**src/rtl/rtype_pkg.sv**
```systemverilog
// Shared types, opcode constants and the R-type decoder for rtype_exec_ctrl.
// Build option: define RTYPE_MUL_EN to decode MUL (funct7=0x01, funct3=0) as legal.
package rtype_pkg;

  localparam int unsigned ILEN = 32;

  localparam logic [6:0] OPC_RTYPE     = 7'b0110011;
  localparam logic [6:0] FUNCT7_BASE   = 7'h00;
  localparam logic [6:0] FUNCT7_ALT    = 7'h20;
  localparam logic [6:0] FUNCT7_MULDIV = 7'h01;

  localparam logic [2:0] FUNCT3_ADD  = 3'd0;
  localparam logic [2:0] FUNCT3_SLL  = 3'd1;
  localparam logic [2:0] FUNCT3_SLT  = 3'd2;
  localparam logic [2:0] FUNCT3_SLTU = 3'd3;
  localparam logic [2:0] FUNCT3_XOR  = 3'd4;
  localparam logic [2:0] FUNCT3_SR   = 3'd5;
  localparam logic [2:0] FUNCT3_OR   = 3'd6;
  localparam logic [2:0] FUNCT3_AND  = 3'd7;

  typedef enum logic [1:0] {IDLE, RD, EX, WB} state_t;

  typedef enum logic [3:0] {
    ALU_ADD, ALU_SUB, ALU_SLL, ALU_SLT, ALU_SLTU,
    ALU_XOR, ALU_SRL, ALU_SRA, ALU_OR, ALU_AND, ALU_MUL
  } alu_op_t;

  typedef struct packed {
    logic    legal;
    alu_op_t op;
  } dec_t;

  // Anything not explicitly matched stays illegal.
  function automatic dec_t rtype_decode(input logic [ILEN-1:0] instr);
    dec_t       d;
    logic [6:0] f7;
    logic [2:0] f3;
    f7      = instr[31:25];
    f3      = instr[14:12];
    d.legal = 1'b0;
    d.op    = ALU_ADD;
    if (instr[6:0] == OPC_RTYPE) begin
      case (f7)
        FUNCT7_BASE: begin
          d.legal = 1'b1;
          case (f3)
            FUNCT3_ADD:  d.op = ALU_ADD;
            FUNCT3_SLL:  d.op = ALU_SLL;
            FUNCT3_SLT:  d.op = ALU_SLT;
            FUNCT3_SLTU: d.op = ALU_SLTU;
            FUNCT3_XOR:  d.op = ALU_XOR;
            FUNCT3_SR:   d.op = ALU_SRL;
            FUNCT3_OR:   d.op = ALU_OR;
            default:     d.op = ALU_AND;
          endcase
        end
        FUNCT7_ALT: begin
          if (f3 == FUNCT3_ADD) begin
            d.legal = 1'b1;
            d.op    = ALU_SUB;
          end else if (f3 == FUNCT3_SR) begin
            d.legal = 1'b1;
            d.op    = ALU_SRA;
          end
        end
`ifdef RTYPE_MUL_EN
        FUNCT7_MULDIV: begin
          if (f3 == FUNCT3_ADD) begin
            d.legal = 1'b1;
            d.op    = ALU_MUL;
          end
        end
`endif
        default: d.legal = 1'b0;
      endcase
    end
    return d;
  endfunction

endpackage

```
**src/rtl/rtype_exec_ctrl_if.sv**
```systemverilog
// Instruction handshake plus regfile read/write ports of rtype_exec_ctrl.
// master = the controller, slave = issue stage / regfile side.
interface rtype_exec_ctrl_if #(
  parameter int unsigned XLEN = 32,
  parameter int unsigned AW   = 5
);
  logic            instr_valid;
  logic            instr_ready;
  logic [31:0]     instr;
  logic            rf_rd_en;
  logic [AW-1:0]   rf_rd_addr1;
  logic [AW-1:0]   rf_rd_addr2;
  logic [XLEN-1:0] rf_rd_data1;
  logic [XLEN-1:0] rf_rd_data2;
  logic            rf_wr_en;
  logic [AW-1:0]   rf_wr_addr;
  logic [XLEN-1:0] rf_wr_data;

  modport master (
    input  instr_valid, instr, rf_rd_data1, rf_rd_data2,
    output instr_ready, rf_rd_en, rf_rd_addr1, rf_rd_addr2,
           rf_wr_en, rf_wr_addr, rf_wr_data
  );

  modport slave (
    output instr_valid, instr, rf_rd_data1, rf_rd_data2,
    input  instr_ready, rf_rd_en, rf_rd_addr1, rf_rd_addr2,
           rf_wr_en, rf_wr_addr, rf_wr_data
  );
endinterface

```
**src/rtl/rtype_alu.sv**
```systemverilog
// Combinational R-type ALU; results wrap at XLEN bits.
// Build option: RTYPE_MUL_EN adds the low-half multiplier for ALU_MUL.
module rtype_alu
  import rtype_pkg::*;
#(
  parameter int unsigned XLEN = 32
) (
  input  alu_op_t         op,
  input  logic [XLEN-1:0] a,
  input  logic [XLEN-1:0] b,
  output logic [XLEN-1:0] y
);

  localparam int unsigned SHW = $clog2(XLEN);

  logic [SHW-1:0] shamt;
  assign shamt = b[SHW-1:0];

  always_comb begin
    y = '0;
    case (op)
      ALU_ADD:  y = a + b;
      ALU_SUB:  y = a - b;
      ALU_SLL:  y = a << shamt;
      ALU_SLT:  y = XLEN'($signed(a) < $signed(b));
      ALU_SLTU: y = XLEN'(a < b);
      ALU_XOR:  y = a ^ b;
      ALU_SRL:  y = a >> shamt;
      ALU_SRA:  y = XLEN'($signed(a) >>> shamt);
      ALU_OR:   y = a | b;
      ALU_AND:  y = a & b;
`ifdef RTYPE_MUL_EN
      ALU_MUL:  y = a * b;
`endif
      default:  y = '0;
    endcase
  end

endmodule

```
**src/rtl/rtype_exec_ctrl.sv**
```systemverilog
// Single-issue R-type sequencer: IDLE -> RD -> EX -> WB, sole master of the regfile ports.
// Build option: RTYPE_MUL_EN (see rtype_pkg / rtype_alu) makes MUL legal.
module rtype_exec_ctrl
  import rtype_pkg::*;
#(
  parameter int unsigned XLEN  = 32,
  parameter int unsigned AW    = 5,
  parameter int unsigned CNT_W = 32
) (
  input  logic               clk,
  input  logic               rst,
  rtype_exec_ctrl_if.master  bus,
  output logic               done,
  output logic               illegal,
  output logic [CNT_W-1:0]   retired_cnt
);

  state_t           state_q, state_d;
  logic [ILEN-1:0]  instr_q, instr_d;
  alu_op_t          op_q, op_d;
  logic             bad_q, bad_d;
  logic             instr_ready_q, instr_ready_d;
  logic             rd_en_q, rd_en_d;
  logic [AW-1:0]    rd_addr1_q, rd_addr1_d;
  logic [AW-1:0]    rd_addr2_q, rd_addr2_d;
  logic             wr_en_q, wr_en_d;
  logic [AW-1:0]    wr_addr_q, wr_addr_d;
  logic [XLEN-1:0]  wr_data_q, wr_data_d;
  logic             done_q, done_d;
  logic             illegal_q, illegal_d;
  logic [CNT_W-1:0] cnt_q, cnt_d;

  dec_t             dec;
  logic [XLEN-1:0]  alu_y;

  assign dec = rtype_decode(instr_q);

  // Operands arrive from the registered regfile during EX; the result is flopped into wr_data.
  rtype_alu #(.XLEN(XLEN)) u_alu (
    .op (op_q),
    .a  (bus.rf_rd_data1),
    .b  (bus.rf_rd_data2),
    .y  (alu_y)
  );

  always_comb begin
    state_d    = state_q;
    instr_d    = instr_q;
    op_d       = op_q;
    bad_d      = bad_q;
    rd_en_d    = 1'b0;
    rd_addr1_d = rd_addr1_q;
    rd_addr2_d = rd_addr2_q;
    wr_en_d    = 1'b0;
    wr_addr_d  = wr_addr_q;
    wr_data_d  = wr_data_q;
    done_d     = 1'b0;
    illegal_d  = 1'b0;
    cnt_d      = cnt_q;

    case (state_q)
      IDLE: begin
        if (bus.instr_valid && instr_ready_q) begin
          instr_d    = bus.instr;
          rd_en_d    = 1'b1;
          rd_addr1_d = AW'(bus.instr[19:15]);
          rd_addr2_d = AW'(bus.instr[24:20]);
          state_d    = RD;
        end
      end
      RD: begin
        op_d    = dec.op;
        bad_d   = ~dec.legal;
        state_d = EX;
      end
      EX: begin
        state_d = WB;
        if (bad_q) begin
          illegal_d = 1'b1;
        end else begin
          done_d = 1'b1;
          cnt_d  = cnt_q + CNT_W'(1);
          // x0 is hardwired: retire without a write strobe.
          if (instr_q[11:7] != 5'd0) begin
            wr_en_d   = 1'b1;
            wr_addr_d = AW'(instr_q[11:7]);
            wr_data_d = alu_y;
          end
        end
      end
      WB:      state_d = IDLE;
      default: state_d = IDLE;
    endcase

    instr_ready_d = (state_d == IDLE);
  end

  always_ff @(posedge clk or negedge rst) begin
    if (!rst) begin
      state_q       <= IDLE;
      instr_q       <= '0;
      op_q          <= ALU_ADD;
      bad_q         <= 1'b0;
      instr_ready_q <= 1'b0;
      rd_en_q       <= 1'b0;
      rd_addr1_q    <= '0;
      rd_addr2_q    <= '0;
      wr_en_q       <= 1'b0;
      wr_addr_q     <= '0;
      wr_data_q     <= '0;
      done_q        <= 1'b0;
      illegal_q     <= 1'b0;
      cnt_q         <= '0;
    end else begin
      state_q       <= state_d;
      instr_q       <= instr_d;
      op_q          <= op_d;
      bad_q         <= bad_d;
      instr_ready_q <= instr_ready_d;
      rd_en_q       <= rd_en_d;
      rd_addr1_q    <= rd_addr1_d;
      rd_addr2_q    <= rd_addr2_d;
      wr_en_q       <= wr_en_d;
      wr_addr_q     <= wr_addr_d;
      wr_data_q     <= wr_data_d;
      done_q        <= done_d;
      illegal_q     <= illegal_d;
      cnt_q         <= cnt_d;
    end
  end

  assign bus.instr_ready = instr_ready_q;
  assign bus.rf_rd_en    = rd_en_q;
  assign bus.rf_rd_addr1 = rd_addr1_q;
  assign bus.rf_rd_addr2 = rd_addr2_q;
  assign bus.rf_wr_en    = wr_en_q;
  assign bus.rf_wr_addr  = wr_addr_q;
  assign bus.rf_wr_data  = wr_data_q;
  assign done            = done_q;
  assign illegal         = illegal_q;
  assign retired_cnt     = cnt_q;

endmodule
```
**src/flat_wrapper.sv**
```systemverilog
// flat-port wrapper written by rule: the top's interface ports become plain ports
module rtype_exec_ctrl_flat import rtype_pkg::*;
#(
  parameter int unsigned XLEN  = 32,
  parameter int unsigned AW    = 5,
  parameter int unsigned CNT_W = 32
)
  (clk, rst, done, illegal, retired_cnt, bus_instr_valid, bus_instr, bus_rf_rd_data1, bus_rf_rd_data2, bus_instr_ready, bus_rf_rd_en, bus_rf_rd_addr1, bus_rf_rd_addr2, bus_rf_wr_en, bus_rf_wr_addr, bus_rf_wr_data);
  rtype_exec_ctrl_if #(.XLEN(XLEN), .AW(AW)) bus_i ();
  input  logic clk;
  input  logic rst;
  output logic done;
  output logic illegal;
  output logic [CNT_W-1:0] retired_cnt;
  input wire logic [$bits(bus_i.instr_valid)-1:0] bus_instr_valid;
  input wire logic [$bits(bus_i.instr)-1:0] bus_instr;
  input wire logic [$bits(bus_i.rf_rd_data1)-1:0] bus_rf_rd_data1;
  input wire logic [$bits(bus_i.rf_rd_data2)-1:0] bus_rf_rd_data2;
  output wire logic [$bits(bus_i.instr_ready)-1:0] bus_instr_ready;
  output wire logic [$bits(bus_i.rf_rd_en)-1:0] bus_rf_rd_en;
  output wire logic [$bits(bus_i.rf_rd_addr1)-1:0] bus_rf_rd_addr1;
  output wire logic [$bits(bus_i.rf_rd_addr2)-1:0] bus_rf_rd_addr2;
  output wire logic [$bits(bus_i.rf_wr_en)-1:0] bus_rf_wr_en;
  output wire logic [$bits(bus_i.rf_wr_addr)-1:0] bus_rf_wr_addr;
  output wire logic [$bits(bus_i.rf_wr_data)-1:0] bus_rf_wr_data;
  assign bus_i.instr_valid = bus_instr_valid;
  assign bus_i.instr = bus_instr;
  assign bus_i.rf_rd_data1 = bus_rf_rd_data1;
  assign bus_i.rf_rd_data2 = bus_rf_rd_data2;
  assign bus_instr_ready = bus_i.instr_ready;
  assign bus_rf_rd_en = bus_i.rf_rd_en;
  assign bus_rf_rd_addr1 = bus_i.rf_rd_addr1;
  assign bus_rf_rd_addr2 = bus_i.rf_rd_addr2;
  assign bus_rf_wr_en = bus_i.rf_wr_en;
  assign bus_rf_wr_addr = bus_i.rf_wr_addr;
  assign bus_rf_wr_data = bus_i.rf_wr_data;
  rtype_exec_ctrl #(.XLEN(XLEN), .AW(AW), .CNT_W(CNT_W)) u_core (.clk(clk), .rst(rst), .bus(bus_i), .done(done), .illegal(illegal), .retired_cnt(retired_cnt));
endmodule
```
**config.mk**
```make
export PLATFORM = sky130hd
export DESIGN_NAME = rtype_exec_ctrl_flat
export DESIGN_NICKNAME = d
export VERILOG_FILES = /design/src/rtl/rtype_pkg.sv /design/src/rtl/rtype_exec_ctrl_if.sv /design/src/rtl/rtype_alu.sv /design/src/rtl/rtype_exec_ctrl.sv /design/src/flat_wrapper.sv
export SDC_FILE = /design/constraint.sdc
export NUM_CORES = 1
export LEC_CHECK = 0
export CELL_PAD_IN_SITES_DETAIL_PLACEMENT = 0
export CELL_PAD_IN_SITES_GLOBAL_PLACEMENT = 1
export CORE_ASPECT_RATIO = 2
export CORE_UTILIZATION = 40
export DETAILED_ROUTE_END_ITERATION = 7
export PLACE_DENSITY = 0.84
export SYNTH_ARGS = -nofsm -noshare
export SYNTH_HDL_FRONTEND = slang
export SYNTH_SLANG_ARGS = --single-unit
```
**constraint.sdc**
```tcl
create_clock -name clk -period 3.1 [get_ports clk]
set_clock_uncertainty 0.1 [all_clocks]
set_input_delay 0.93 -clock clk [delete_from_list [all_inputs] [get_ports clk]]
set_output_delay 0.93 -clock clk [all_outputs]
set_load 0.005 [all_outputs]
```
=== Word-level counts from Yosys, hierarchy flattened ===
Index checks and enable logic that the tools add are counted.

* $add $sub $neg: 3
* Multiply operators: 0
* Div/mod/pow operators: 0
* Magnitude comparators: 2
* Equal/unequal tests: 20
* Shifts and indexed selects: 3
* Multiplexer cells: 18
* Bitwise logic cells: 5
* Reduce and logical (&&, ||, !) cells: 10

{| class="wikitable"
|+ Operators with widths
! cell !! number
|-
| 32-bit one-hot mux with 10 select lines || 1
|-
| 32-bit < comparator || 2
|-
| 32-bit by 1-bit adder with 32-bit output, second input constant || 1
|-
| 32-bit adder || 1
|-
| 32-bit AND || 1
|-
| 32-bit OR || 1
|-
| 32-bit by 5-bit << shifter with 32-bit output || 1
|-
| 32-bit by 5-bit right shift with 32-bit output || 1
|-
| 32-bit by 5-bit >>> shifter with 32-bit output || 1
|-
| 32-bit subtractor || 1
|-
| 32-bit XOR || 1
|-
| 4-bit one-hot mux with 7 select lines || 1
|-
| 4-bit by 3-bit equality test with 1-bit output, second input constant || 4
|-
| 5-bit two-way mux || 3
|-
| 7-bit by 6-bit equality test with 1-bit output, second input constant || 2
|-
| 3-bit equality test, second input constant || 3
|-
| 1-bit two-way mux || 9
|-
| 4-bit by 2-bit equality test with 1-bit output, second input constant || 2
|-
| 4-bit equality test, second input constant || 2
|-
| 2-bit one-hot mux with 4 select lines || 1
|-
| 4-bit one-hot mux with 2 select lines || 1
|-
| 7-bit logical NOT || 1
|-
| 3-bit by 2-bit equality test with 1-bit output, second input constant || 2
|-
| 5-bit nonzero test || 1
|-
| other kinds (13) || 17
|}

* Register bits after elaboration: 123
* Bits in latches: 0
* Bits in writable memories: 0
* Bits in read-only memories: 0
* Input bits: 99
* Output and inout bits: 84
* Word-level logic and storage cells: 75
* Memories kept: 0

=== Logic depth before layout (Yosys ltp) ===
Gate-level depths: netlist of the first run.

* Depth in word-level cells: 6
* Gate-level depth with buffers: 14

=== By module ===
A second synthesis of the first run with hierarchy kept.

* Cell total of the unflattened synthesis: 1639
* Area total of the unflattened synthesis: 12842.3 um^2

{| class="wikitable"
|+ Modules (own cells, without submodules)
! module !! instances !! cells each !! area each (um^2)
|-
| rtype_alu || 1 || 1287 || 8064.0
|-
| rtype_exec_ctrl || 1 || 352 || 4778.3
|}

=== Least setup slack after synthesis of the first run ===
OpenSTA, ideal clock, no wires.

* Kind: input-to-reg
* Start point: in bus_rf_rd_data2[2]
* End point: reg u_core.wr_data_q[25] (netlist: u_core.bus.rf_wr_data[25])
* Setup time: 0.131 ns
* Arrival: 3.975 ns
* Data required time: 2.869 ns
* Slack: -1.106 ns
* Cell stages on the path: 14
* Path through: buf_2 -> clkinv_1 -> buf_2 -> buf_1 -> ha_1 -> o211ai_2 -> o211a_4 -> o41ai_4 -> nand3_2 -> o31ai_4 -> a2111oi_1 -> a31o_1 -> a221o_1 -> a2bb2oi_1

* Cells in the longest elaborated chain, start to end: 2
* Elaborated cells on any way between the ends: 6
* Those cells by class: 2 x add/sub; 3 x shift; 1 x mux

{| class="wikitable"
|+ RTL lines
! what !! RTL line !! RTL
|-
| from (decl) || flat_wrapper.sv:18 || <nowiki>input wire logic [$bits(bus_i.rf_rd_data2)-1:0] bus_rf_rd_data2;</nowiki>
|-
| 32-bit subtractor (tied with other cells) || rtype_alu.sv:23 || <nowiki>ALU_SUB: y = a - b;</nowiki>
|-
| 32-bit one-hot mux with 10 select lines (*) || rtype_alu.sv:21 || <nowiki>case (op)</nowiki>
|-
| to (signal assigned) || rtype_exec_ctrl.sv:125 || <nowiki>wr_data_q <= wr_data_d;</nowiki>
|-
| to (decl) || rtype_exec_ctrl.sv:28 || <nowiki>logic [XLEN-1:0] wr_data_q, wr_data_d;</nowiki>
|}

Mark *: on every way between the ends. The rest lies on a longest branch, timed or not.
A chain may end at the register's enable or synchronous reset.

=== Worst setup path after layout of the first run ===
* Start point: in bus_rf_rd_data2[0]
* End point: reg u_core.wr_data_q[3] (netlist: u_core.bus.rf_wr_data[3])

Same word-level chain as after synthesis.

==> impl_metrics.ini, run 1 <==
[status]
status = finished, violations left
violations = negative setup slack

[floorplan]
die_area_um2 = 33300
start_util_pct = 40.5
coreArea_um2 = 32100
pin_count = 183
fp.dieW_um = 129
core.rowCount = 93
fp.dieH_um = 257

[synth]
ys_ff_latch = 113
synthDominantCellAreaShare_pct = 21.8
async_flop_share_pct = 100
synth_area_leaders = dfrtp_1 (22%), ha_1 (9.9%), a21oi_1 (4.9%), nor2_1 (4.8%), mux2_2 (4.8%)
synth_top_area_cell = dfrtp_1
synth_edf_count = 0
synth_nets = 1826
avgSynthCellArea_um2 = 8.01
syn_inst = 1622
syn_area_um2 = 13000
seq_area_frac_synth_pct = 21.8
synthDistinctLibCells = 86
synth_flop_cell = dfrtp_1
synth-warning-count = 0

[global_route]
grt_max_degree = 77
grt_usage_pct = 49.5
gr-total-overflow = 0
grt_pass1_vias = 17920
grt_pass1_wl_mm = 117
antenna_found_initial = 11

[critical_path]
critPathKind = in -> reg
slowest_stage = a311o_1
critPathMaxStageDelay_ps = 430
r2r_cells = 8
r2r_setup_slack_ps = -20
start_kind = primary input
cp_max_fo = 8
crit_start = bus_rf_rd_data2[0]
cp_cell_sequence = buf_16, buf_12, mux2_4, mux2_4, and2_1, a311o_1, o211ai_1, buf_4, nand2_1, a211oi_2, buf_4, o21ai_0
arrival_ps = 3520
r2r-start = u_core.op_q[2]
required_ps = 3310
worstReg2RegEnd = u_core.bus.rf_wr_data[27]
path_delay_family = compound AO/OA/AOI/OAI gates
critical_path_buf_inv_count = 4
endpoint_kind = flop

[pwr]
power.leakage_nw = 9.92
power.density_nw_per_um2 = 356
power_mw = 7.76
peakVddDrop_v = 0.000525

[route]
firstDrtPassIters = 6
avgViaCountPerCell = 6.34
drt_iter0_drc = 1716
drt-total-wl_mm = 81.3
final_antenna_net_count = 0
drc = 0
wire_per_inst_um = 29.6
vias = 17393

[place]
port_buffers = 182
dp_slack_ps = -1210
gp_congestion = 1.11
dp_cells = 2644
dp_hpwl_mm = 60.1

[clock_tree]
hold_buffers = 0
cts_tree = done
cts_buffers = 17
htreeDepth = 4
clock_path_buffers = 2
ctsRootBufferMaster = clkbuf_16
clk_latency_ps = 450
path_clk_slew_ps = 70
cts_sinks = 113

[min_path]
worstHoldPathType = in -> async

[sta]
fin_tns_setup_ps = -2550
layout_min_cycle_time_ps = 3300
fin_ws_ps = -203
rsz0062_at_grt = yes
setup_violations = 25
max_freq_mhz = 303
period_share_pct = 107
hold_viol_final = 0
slew_headroom_pct = 35.8
worst_pin_slew_ps = 953
maxSlewViolCount = 0

[final_layout]
syn_to_final_growth_pct = 67.7
layout.nets = 2500
drive_above_1_share_pct = 44.4
final_cell_mix = buf_4 (549), nor2_1 (158), nand2_1 (127), clkdlybuf4s50_1 (124), dfrtp_1 (113)
final_common_cell = buf_4
fillers = 2709
fin_cells = 2743

[job]
maxCapViolations = 0
==> cells by family (layout without fill, tap and decap cells) <==
family,after synthesis,count (layout),synth area share [%]
AOI/OAI and AO/OA,507,507,26.9
xor gates and xnor gates,44,44,2.96
adders and majority gates,105,105,10.2
buffers and inverters,232,919,7.46
DFF,113,113,21.8
muxes,140,140,13.8
other,0,7,0
and+or+nand+nor,481,481,16.9
==> per-layer routing <==
metal	up-vias	wire, um	global-route usage (%)
met1	8353	24600	45.0
met3	557	7440	17.0
met5	-	54	0.464
met2	1144	38100	79.9
li1	7331	-	-
met4	8	11200	55.5
==> synth_stat cells (16+ instances only) <==
cell / n
o22ai_1: 22
mux2_2: 55
a221oi_1: 23
clkbuf_1: 75
a211oi_1: 30
nor2_1: 165
buf_2: 25
and3_1: 20
inv_1: 106
dfrtp_1: 113
o21ai_0: 93
xnor2_1: 34
nand2_1: 139
mux4_2: 25
o221ai_1: 17
nand3_1: 30
a21oi_1: 126
nor3_1: 37
o211ai_1: 19
nand2b_1: 16
mux2i_1: 59
ha_1: 103
==> worst max-delay path by stage <==
stage	endpoint	slack, ps	cells after the start
after CTS	u_core.bus.rf_wr_data[25]	-190	12
after global placement	u_core.bus.rf_wr_data[20]	-1150	14
after floorplan	u_core.bus.rf_wr_data[25]	-520	14
after detailed placement	u_core.bus.rf_wr_data[20]	-1210	14
final	u_core.bus.rf_wr_data[3]	-200	12
after global routing	u_core.bus.rf_wr_data[16]	-280	11
==> state kept, by name, indices dropped and copies added (netlist names), 2 cells and up <==
signal,cells
u_core.bus.rf_rd_addr1,4
u_core.bus.rf_rd_addr2,4
u_core.instr_q,24
u_core.retired_cnt,32
u_core.bus.rf_wr_data,32
u_core.state_q,2
u_core.op_q,4
u_core.bus.rf_wr_addr,5
==> area by class of cell <==
| type | count | area, um^2 | share of cell area (%) |
|---|---|---|---|
| clock inverters | 15 | 184 | 0.844 |
| diodes | 7 | 17.5 | 0.0803 |
| well taps | 427 | 534 | 2.45 |
| inverters | 108 | 433 | 1.99 |
| flip-flops and latches | 113 | 2830 | 13.0 |
| clock buffers | 17 | 425 | 1.95 |
| repair buffers | 779 | 6570 | 30.1 |
| multi-input cells | 1277 | 10800 | 49.6 |
==> report_power, final <==
group / internal [mW] / switching (mW)
registers: 1.72 / 0.197
clock network: 1.22 / 0.896
logic: 1.86 / 1.86
total: 4.80 / 2.96
==> per-stage QoR <==
stage / util [%] / instance area (um^2) / hold slack, ps
6_report: 67.9 / 21800 / 253
5_1_grt: 67.9 / 21800 / 259
4_1_cts: 66.0 / 21200 / 257
3_5_place_dp: 59.6 / 19100 / 363
3_3_place_gp: 59.6 / 19100 / 366
2_1_floorplan: - / 13300 / 347
==> repair_timing <==
action	CTS	global route
setup endpoints to repair	32	31
setup buffers	42	20
pin swaps	99	72
resized for setup	372	134
cloned	2	0
No activity file was read; power rests on OpenSTA's default activity.
==> run 2: changes to the inputs <==
--- a/config.mk
+++ b/config.mk
@@ -5,6 +5,7 @@
 export SDC_FILE = /design/constraint.sdc
 export NUM_CORES = 1
 export LEC_CHECK = 0
+export ABC_CLOCK_PERIOD_IN_PS = 3100
 export CELL_PAD_IN_SITES_DETAIL_PLACEMENT = 0
 export CELL_PAD_IN_SITES_GLOBAL_PLACEMENT = 1
 export CORE_ASPECT_RATIO = 2
==> results of run 2 <==
No change in the layout: final DEF, timing and power equal those of run 1.
